File: src/rtl/shifter_pkg.sv
`default_nettype none
// ============================================================================
// Module   : shifter_pkg
// Purpose  : Shared types and helpers for the pipelined barrel shifter.
//            Operation encoding, its enum type and a width legality check.
// Revision : 1.0 - initial release
// ============================================================================
package shifter_pkg;

  // Operation encodings as seen on the in_op port.
  localparam logic [1:0] OP_ENC_ROR = 2'b00;
  localparam logic [1:0] OP_ENC_ROL = 2'b01;
  localparam logic [1:0] OP_ENC_SRL = 2'b10;
  localparam logic [1:0] OP_ENC_SRA = 2'b11;

  typedef enum logic [1:0] {
    ROR = OP_ENC_ROR,
    ROL = OP_ENC_ROL,
    SRL = OP_ENC_SRL,
    SRA = OP_ENC_SRA
  } shift_op_t;

  localparam int MIN_WIDTH = 4;
  localparam int MAX_WIDTH = 64;

  // True when the width is a power of two inside the supported range.
  function automatic bit width_ok(input int width);
    return (width >= MIN_WIDTH) && (width <= MAX_WIDTH) &&
           ((width & (width - 1)) == 0);
  endfunction

endpackage
`default_nettype wire

File: src/rtl/shift_stage.sv
`default_nettype none
// ============================================================================
// Module   : shift_stage
// Purpose  : One registered pipeline stage of the barrel shifter. Shifts the
//            upstream operand by 2**STAGE when amount bit STAGE is set, and
//            holds valid/data/remaining amount/op (and carry) for the next
//            stage. Loads whenever load_en is high.
// Ports    : clk, rst_n       - clock, synchronous active-low reset
//            load_en          - stage load enable (computed by the top)
//            up_*             - upstream stage contents
//            valid_o..op_o    - registered stage contents
//            up_carry/carry_o - only with BARREL_SHIFTER_PIPE_CARRY_EN
// Config   : BARREL_SHIFTER_PIPE_CARRY_EN adds the carry register and ports.
// Revision : 1.0 - initial release
// ============================================================================
module shift_stage
  import shifter_pkg::*;
#(
  parameter int WIDTH = 32,
  parameter int STAGE = 0,
  parameter int AW    = $clog2(WIDTH)
) (
  input  logic             clk,
  input  logic             rst_n,
  input  logic             load_en,
  input  logic             up_valid,
  input  logic [WIDTH-1:0] up_data,
  input  logic [AW-1:0]    up_amt,
  input  shift_op_t        up_op,
`ifdef BARREL_SHIFTER_PIPE_CARRY_EN
  input  logic             up_carry,
  output logic             carry_o,
`endif
  output logic             valid_o,
  output logic [WIDTH-1:0] data_o,
  output logic [AW-1:0]    amt_o,
  output shift_op_t        op_o
);

  localparam int SHIFT = 1 << STAGE;
  // Clears the amount bit this stage consumes, leaving the remaining amount.
  localparam logic [AW-1:0] AMT_KEEP = ~(AW'(1) << STAGE);

  logic             valid_q, valid_d;
  logic [WIDTH-1:0] data_q, data_d;
  logic [AW-1:0]    amt_q, amt_d;
  shift_op_t        op_q, op_d;
  logic [WIDTH-1:0] shifted;
`ifdef BARREL_SHIFTER_PIPE_CARRY_EN
  logic             carry_q, carry_d;
  logic             shifted_carry;
`endif

  // An arithmetic shift never changes the MSB, so up_data[WIDTH-1] is still
  // the original operand sign at every stage.
  always_comb begin
    shifted = up_data;
    if (up_amt[STAGE]) begin
      case (up_op)
        ROR:     shifted = {up_data[SHIFT-1:0], up_data[WIDTH-1:SHIFT]};
        ROL:     shifted = {up_data[WIDTH-SHIFT-1:0], up_data[WIDTH-1:WIDTH-SHIFT]};
        SRL:     shifted = {{SHIFT{1'b0}}, up_data[WIDTH-1:SHIFT]};
        SRA:     shifted = {{SHIFT{up_data[WIDTH-1]}}, up_data[WIDTH-1:SHIFT]};
        default: shifted = up_data;
      endcase
    end
  end

`ifdef BARREL_SHIFTER_PIPE_CARRY_EN
  // The last active stage leaves the final carry: for right-going ops the bit
  // leaving the LSB end (which for ROR lands in the MSB), for ROL the bit
  // that wraps into the LSB.
  always_comb begin
    shifted_carry = up_carry;
    if (up_amt[STAGE]) begin
      shifted_carry = (up_op == ROL) ? up_data[WIDTH-SHIFT] : up_data[SHIFT-1];
    end
  end
`endif

  always_comb begin
    valid_d = valid_q;
    data_d  = data_q;
    amt_d   = amt_q;
    op_d    = op_q;
`ifdef BARREL_SHIFTER_PIPE_CARRY_EN
    carry_d = carry_q;
`endif
    if (load_en) begin
      valid_d = up_valid;
      // Payload only moves with a real beat; bubbles leave it untouched.
      if (up_valid) begin
        data_d = shifted;
        amt_d  = up_amt & AMT_KEEP;
        op_d   = up_op;
`ifdef BARREL_SHIFTER_PIPE_CARRY_EN
        carry_d = shifted_carry;
`endif
      end
    end
  end

  always_ff @(posedge clk) begin
    if (!rst_n) begin
      valid_q <= 1'b0;
      data_q  <= '0;
      amt_q   <= '0;
      op_q    <= ROR;
`ifdef BARREL_SHIFTER_PIPE_CARRY_EN
      carry_q <= 1'b0;
`endif
    end else begin
      valid_q <= valid_d;
      data_q  <= data_d;
      amt_q   <= amt_d;
      op_q    <= op_d;
`ifdef BARREL_SHIFTER_PIPE_CARRY_EN
      carry_q <= carry_d;
`endif
    end
  end

  assign valid_o = valid_q;
  assign data_o  = data_q;
  assign amt_o   = amt_q;
  assign op_o    = op_q;
`ifdef BARREL_SHIFTER_PIPE_CARRY_EN
  assign carry_o = carry_q;
`endif

endmodule
`default_nettype wire

File: src/rtl/barrel_shifter_pipe.sv
`default_nettype none
// ============================================================================
// Module   : barrel_shifter_pipe
// Purpose  : Pipelined multifunction barrel shifter (ROR/ROL/SRL/SRA) with a
//            valid/ready stream interface, one registered stage per amount
//            bit, bubble-collapsing flow control.
// Ports    : clk, rst_n            - clock, synchronous active-low reset
//            in_valid/in_ready     - input handshake
//            in_data, in_amt, in_op - operand, amount, operation
//            out_valid/out_ready   - output handshake
//            out_data              - result
//            out_carry             - last bit shifted out (carry option only)
// Config   : BARREL_SHIFTER_PIPE_CARRY_EN adds out_carry and carry registers.
// Revision : 1.0 - initial release
// ============================================================================
module barrel_shifter_pipe
  import shifter_pkg::*;
#(
  parameter int WIDTH = 32,
  parameter int AW    = $clog2(WIDTH)
) (
  input  logic             clk,
  input  logic             rst_n,
  input  logic             in_valid,
  output logic             in_ready,
  input  logic [WIDTH-1:0] in_data,
  input  logic [AW-1:0]    in_amt,
  input  logic [1:0]       in_op,
  output logic             out_valid,
  input  logic             out_ready,
`ifdef BARREL_SHIFTER_PIPE_CARRY_EN
  output logic             out_carry,
`endif
  output logic [WIDTH-1:0] out_data
);

  if (!width_ok(WIDTH)) begin : g_width_check
    $error("barrel_shifter_pipe: WIDTH must be a power of two from 4 to 64");
  end

  // Element 0 is the input port; element k+1 is the register of stage k.
  logic             st_valid [AW+1];
  logic [WIDTH-1:0] st_data  [AW+1];
  logic [AW-1:0]    st_amt   [AW+1];
  shift_op_t        st_op    [AW+1];
`ifdef BARREL_SHIFTER_PIPE_CARRY_EN
  logic             st_carry [AW+1];
`endif
  logic [AW:0]      load;

  assign st_valid[0] = in_valid;
  assign st_data[0]  = in_data;
  assign st_amt[0]   = in_amt;
  assign st_op[0]    = shift_op_t'(in_op);
`ifdef BARREL_SHIFTER_PIPE_CARRY_EN
  assign st_carry[0] = 1'b0;
`endif

  // Bubble-collapsing load chain: a stage loads if it is empty or its
  // successor loads; the last stage's successor is the downstream sink.
  always_comb begin
    load     = '0;
    load[AW] = !st_valid[AW] || out_ready;
    for (int k = AW - 1; k >= 0; k--) begin
      load[k] = !st_valid[k+1] || load[k+1];
    end
  end

  for (genvar k = 0; k < AW; k++) begin : g_stage
    shift_stage #(
      .WIDTH (WIDTH),
      .STAGE (k),
      .AW    (AW)
    ) u_stage (
      .clk      (clk),
      .rst_n    (rst_n),
      .load_en  (load[k]),
      .up_valid (st_valid[k]),
      .up_data  (st_data[k]),
      .up_amt   (st_amt[k]),
      .up_op    (st_op[k]),
`ifdef BARREL_SHIFTER_PIPE_CARRY_EN
      .up_carry (st_carry[k]),
      .carry_o  (st_carry[k+1]),
`endif
      .valid_o  (st_valid[k+1]),
      .data_o   (st_data[k+1]),
      .amt_o    (st_amt[k+1]),
      .op_o     (st_op[k+1])
    );
  end

  assign in_ready  = load[0];
  assign out_valid = st_valid[AW];
  assign out_data  = st_data[AW];
`ifdef BARREL_SHIFTER_PIPE_CARRY_EN
  assign out_carry = st_carry[AW];
`endif

endmodule
`default_nettype wire

File: config.mk
export PLATFORM = sky130hd
export DESIGN_NAME = barrel_shifter_pipe
export DESIGN_NICKNAME = d
export VERILOG_FILES = /design/src/rtl/shifter_pkg.sv /design/src/rtl/shift_stage.sv /design/src/rtl/barrel_shifter_pipe.sv
export SDC_FILE = /design/constraint.sdc
export NUM_CORES = 1
export LEC_CHECK = 0
export CORE_AREA = 2 2 130 132
export DETAILED_ROUTE_END_ITERATION = 10
export DIE_AREA = 0 0 132 134
export PLACE_DENSITY = 0.79
export SYNTH_ARGS = -nofsm -noshare
export SYNTH_HDL_FRONTEND = slang
export SYNTH_SLANG_ARGS = --single-unit
File: constraint.sdc
create_clock -name clk -period 2.2 [get_ports clk]
set_input_delay 0.55 -clock clk [delete_from_list [all_inputs] [get_ports clk]]
set_output_delay 0.55 -clock clk [all_outputs]
set_load 0.05 [all_outputs]
Word level (Yosys, flattened, before mapping) --
Index checks and enable logic that the tools add are counted.
Storage, ports and cells: output and inout bits 34, logic and storage cells 65, register bits 183, input port bits 43
Cells by class: reductions and logical operators 22, eq/ne operators 15, muxes and demuxes 10
Operators by type and width (count):
- one-hot mux 32 bit (4 select lines) | 4
- two-way mux 32 bit | 5
- one-hot mux 32 bit (3 select lines) | 1
- equality test 2 bit (second input constant) | 10
- equality test 2 x 1 -> 1 bit (second input constant) | 5
- zero test 2 bit | 5
- AND reduction 2 bit | 5
- logical OR 1 bit | 6
- zero test 1 bit | 5
- OR reduction 2 bit | 1

Depth between registers and ports, before layout --
Gate-level depths: netlist of the first run.
depth in word-level cells 8, mapped depth 7, gate-level depth less buffers 4

Hierarchy --
A second synthesis of the first run with hierarchy kept.
Second synthesis, totals: cell total of the unflattened synthesis 1242, area total of the unflattened synthesis 10956.8 µm²
By module, submodules not included:
- shift_stage (g_stage[1].u_stage) | cells an instance 252, area an instance 2402.3 µm², sequential area each 780.7 µm², times used 1
- shift_stage (g_stage[3].u_stage) | cells an instance 263, area an instance 2247.2 µm², sequential area each 780.7 µm², times used 1
- shift_stage (g_stage[2].u_stage) | cells an instance 260, area an instance 2217.1 µm², sequential area each 780.7 µm², times used 1
- shift_stage (g_stage[0].u_stage) | cells an instance 247, area an instance 2124.5 µm², sequential area each 780.7 µm², times used 1
- shift_stage (g_stage[4].u_stage) | cells an instance 214, area an instance 1930.6 µm², sequential area each 780.7 µm², times used 1
- barrel_shifter_pipe | cells an instance 6, area an instance 35.0 µm², sequential area each 0.0 µm², times used 1

Worst setup path after synthesis of the first run --
OpenSTA, ideal clock, no wires.
kind register to output, start point reg g_stage[4].u_stage.valid_q, end point out in_ready, data required time 1650 ps, slack 241 ps, arrival 1409 ps, buffers on the path 0, stages on the path, launching flop included 4, cells stage by stage dfxtp_1 nand3b_2 nor2_1 nand2_1
Between the ends: longest elaborated chain between the ends 7
Ends and longest elaborated chain:
- from (decl) | line shift_stage.sv:44 | logic valid_q, valid_d;
- from (signal assigned) | line shift_stage.sv:113 | valid_q <= valid_d;
- zero test 1 bit * | line barrel_shifter_pipe.sv:63, barrel_shifter_pipe.sv:65
- logical OR 1 bit | line barrel_shifter_pipe.sv:63 | load[AW] = !st_valid[AW] || out_ready;
- logical OR 1 bit * (5 in a row) | line barrel_shifter_pipe.sv:65 | load[k] = !st_valid[k+1] || load[k+1];
- to (decl) | line barrel_shifter_pipe.sv:25 | output logic in_ready,
Mark *: on every way between the ends. The rest lies on a longest branch, timed or not.

Final worst setup path of the first run --
start point reg g_stage[4].u_stage.data_q[29], end point out out_data[29]
RTL lines:
- from (decl) | line shift_stage.sv:45 | logic [WIDTH-1:0] data_q, data_d;
- from (signal assigned) | line shift_stage.sv:114 | data_q <= data_d;
- to (decl) | line barrel_shifter_pipe.sv:34 | output logic [WIDTH-1:0] out_data
No word-level cell between the ends.

==> results of run 1 <==
sequential cells by signal (all words and copies together), names as in the netlist:
| name | cells |
|---|---|
| g_stage.u_stage.amt_o | 10 |
| g_stage.u_stage.valid_o | 5 |
| g_stage.u_stage.op_o | 8 |
| g_stage.u_stage.data_o | 160 |
synthesized netlist by cell type, drive strengths merged (3+ instances only):
master | count | share of area
a311oi | 5 | 0.0047
a22o | 52 | 0.049
and3 | 33 | 0.022
o22ai | 3 | 0.0020
nand2b | 20 | 0.013
a211oi | 16 | 0.013
o221ai | 7 | 0.0065
buf | 51 | 0.035
mux2i | 109 | 0.12
nor2b | 3 | 0.0020
inv | 5 | 0.0020
nand2 | 148 | 0.059
dfxtp | 183 | 0.39
nand3 | 60 | 0.032
clkbuf | 59 | 0.024
o21ai | 54 | 0.030
a21oi | 113 | 0.065
a31oi | 4 | 0.0027
and2 | 3 | 0.0020
o31ai | 32 | 0.026
nor2 | 123 | 0.050
a31o | 4 | 0.0037
o211ai | 18 | 0.014
a211o | 26 | 0.024
routing by layer:
layer,vias to the layer above,track usage
met2,257,0.4323
met4,0,0.09118
met5,-,0
met3,30,0.03666
met1,3859,0.3464
li1,4147,-
report_power, final:
part	internal, mW	switching, mW
clock	1.70	1.37
combinational	0.317	0.409
sequential	3.41	0.119
cell type report:
class	count	area, um^2	share of cell area
Timing Repair Buffer	111	1190	0.1090
Sequential cell	183	3667	0.3360
Multi-Input combinational cell	843	5165	0.4732
Inverter	5	18.77	0.001719
Clock buffer	17	425.4	0.03897
Clock inverter	15	173.9	0.01593
Tap cell	220	275.3	0.02522
path summary, 6_finish.rpt:
| kind | endpoint | from | cells past startpoint |
|---|---|---|---|
| hold reg to reg | g_stage[3].u_stage.amt_o[4] | g_stage[2].u_stage.amt_o[4] | 2 |
| hold / removal | g_stage[3].u_stage.amt_o[4] | g_stage[2].u_stage.amt_o[4] | 2 |
| setup / recovery | out_data[29] | g_stage[4].u_stage.data_o[29] | 1 |
| setup reg to reg | g_stage[2].u_stage.data_o[6] | g_stage[3].u_stage.valid_o | 4 |
through the flow:
stage,area [um^2],TNS [ns]
floorplan,9369,0
detailed placement,10300,-2.138
finish,10920,0
global placement,10300,-0.06113
CTS,10910,0
global route,10920,0
worst register-to-register path, stage by stage (launching register included):
cell and delay, ns:
dfxtp_1 0.43, and3b_1 0.30, a21boi_4 0.11, nor2_4 0.51, a22o_1 0.26
repair_timing:
action	CTS	global route
setup endpoints to repair	3	1
buffers inserted	0	0
gates resized for setup	5	1
cells by family after synthesis:
logic type,share of synthesized area
flops,0.3910
compound gates,0.2452
mux,0.1177
simple gates,0.1859
buf+inv,0.06023
==> impl_metrics.csv, run 1 <==
group,metric,value,unit
clock_network,cts_hold_buf,0,
power,p_leak,4.251,nW
yosys,syn_avg_cell_area,8.211,um^2
final_layout,layout-drive-gt1-share,0.08092,
clock_network,cts_max_level,4,
worst_setup_path,cpPeakStageDelay,0.82,ns
worst_setup_path,crit_chain,"clkdlybuf4s50_1",
yosys,yosysSeqAreaShare,0.3910,
detailed_routing,via_per_inst,5.949,
final_layout,fin_util,0.6701,
timing,fin_crit_sh,0.9820,
worst_setup_path,crit_path_start_kind,"register",
worst_setup_path,worstPathBufferInverterCount,1,
place,port_buffers,76,
detailed_routing,drtIter0Drc,597,
timing,finalCriticalPeriod,2.160,ns
timing,relSlewSlack,0.5813,
clock_network,ctsLongestPathBuffers,2,
clock_network,clk_latency,0.44,ns
final_layout,nets,1204,
final_layout,antennaDiodeCount,0,
worst_setup_path,critPathArrivalTime,1.61,ns
detailed_routing,dr_wl_met2,11.00,mm
global_route,antenna_found_initial,0,
floorplanning,die-area,0.01769,mm^2
timing,whs,0.4508,ns
global_route,grt_pass1_wl,37.74,mm
global_route,grt_overflow,0,
global_route,grt_usage,0.2595,
global_route,grt_start_max_net_pins,99,
timing,max_slew.worst_pin.slew,0.6266,ns
detailed_routing,post-route-drc-count,0,
yosys,synth_area,0.009369,mm^2
detailed_routing,dr.max_layer_used,"met4",
outcome,outcome,"complete, no violations",
detailed_routing,first_pass_iters,7,
floorplanning,pin_count,77,
final_layout,final_cell_mix,"dfxtp_1, nand2_1, nor2_1",
power,p_per_area,671.5,mW/mm^2
place,placed_cells,1362,
detailed_routing,m1WireLength,10.39,mm
timing,rsz0062_at_grt,"no",
yosys,synthFlopType,"dfxtp_1",
floorplanning,initial_core_util,0.5752,
detailed_routing,wl_met3,1.014,mm
worst_setup_path,slowest_stage,"clkdlybuf4s50_1",
floorplanning,fp.dieW,132,um
final_layout,n_fill_cell,1347,
yosys,synth_nets,1184,
timing,drv_slew,0,
place,dp_slack,-0.09060,ns
yosys,synth_edf_count,0,
power,power.total,7.330,mW
detailed_routing,wirelength,22.86,mm
floorplanning,fp.dieH,134,um
worst_setup_path,crit_family,"buffers and inverters",
yosys,postSynthCellCount,1141,
worst_setup_path,required,1.65,ns
job,cap_violations,0,
clock_network,clock_sinks,183,
clock_network,cts_buffers,17,
timing,max_freq,0.4629,GHz
detailed_routing,drtAntennaViolNets,0,
yosys,yosysUniqueCellTypes,43,
hold_path,min_path_type,"reg -> reg",
yosys,ys_warn_count,0,
timing,finalHoldViolCount,0,
place,dp_hpwl,15.98,mm
worst_setup_path,cp_max_fo,2,
clock_network,cts_root_buf,"clkbuf_16",
worst_setup_path,crit_type,"reg -> out",
floorplanning,std_cell_rows,47,
timing,finalWorstSetupSlack,0.03960,ns
timing,finalClockSkew,0.01378,ns
place,gp_routability_congestion,0.8890,
global_route,grt_pass1_vias,7437,
yosys,synth-seq-cells,183,
clock_network,clk_transition_reported_paths,0.07,ns
timing,setup_viol,0,
yosys,async_flop_share,0,
detailed_routing,vias,8293,
final_layout,areaGrowthSynthToFinish,16.51,%
floorplanning,core_area,0.01629,mm^2
worst_setup_path,reg2reg_slack,0.53,ns
clock_network,cts_tree,"built",
detailed_routing,routedWlPerCell,16.40,um
final_layout,layout_commonest_cell,"dfxtp_1",
final_layout,final_cells,1394,
power,ir_drop,0.5984,mV
worst_setup_path,end_kind,"output pin",
(Power assumes the default switching activity.)
==> run 2: changes to the inputs <==
Settings changed: CTS_CLUSTER_DIAMETER set to 100.
==> results of run 2 <==
Final layout, timing and power as in run 1 (identical DEF).
==> run 3: changes to the inputs <==
Settings changed: CTS_CLUSTER_DIAMETER 100 to 30.
==> results of run 3 <==
Final layout, timing and power as in run 1 (identical DEF).
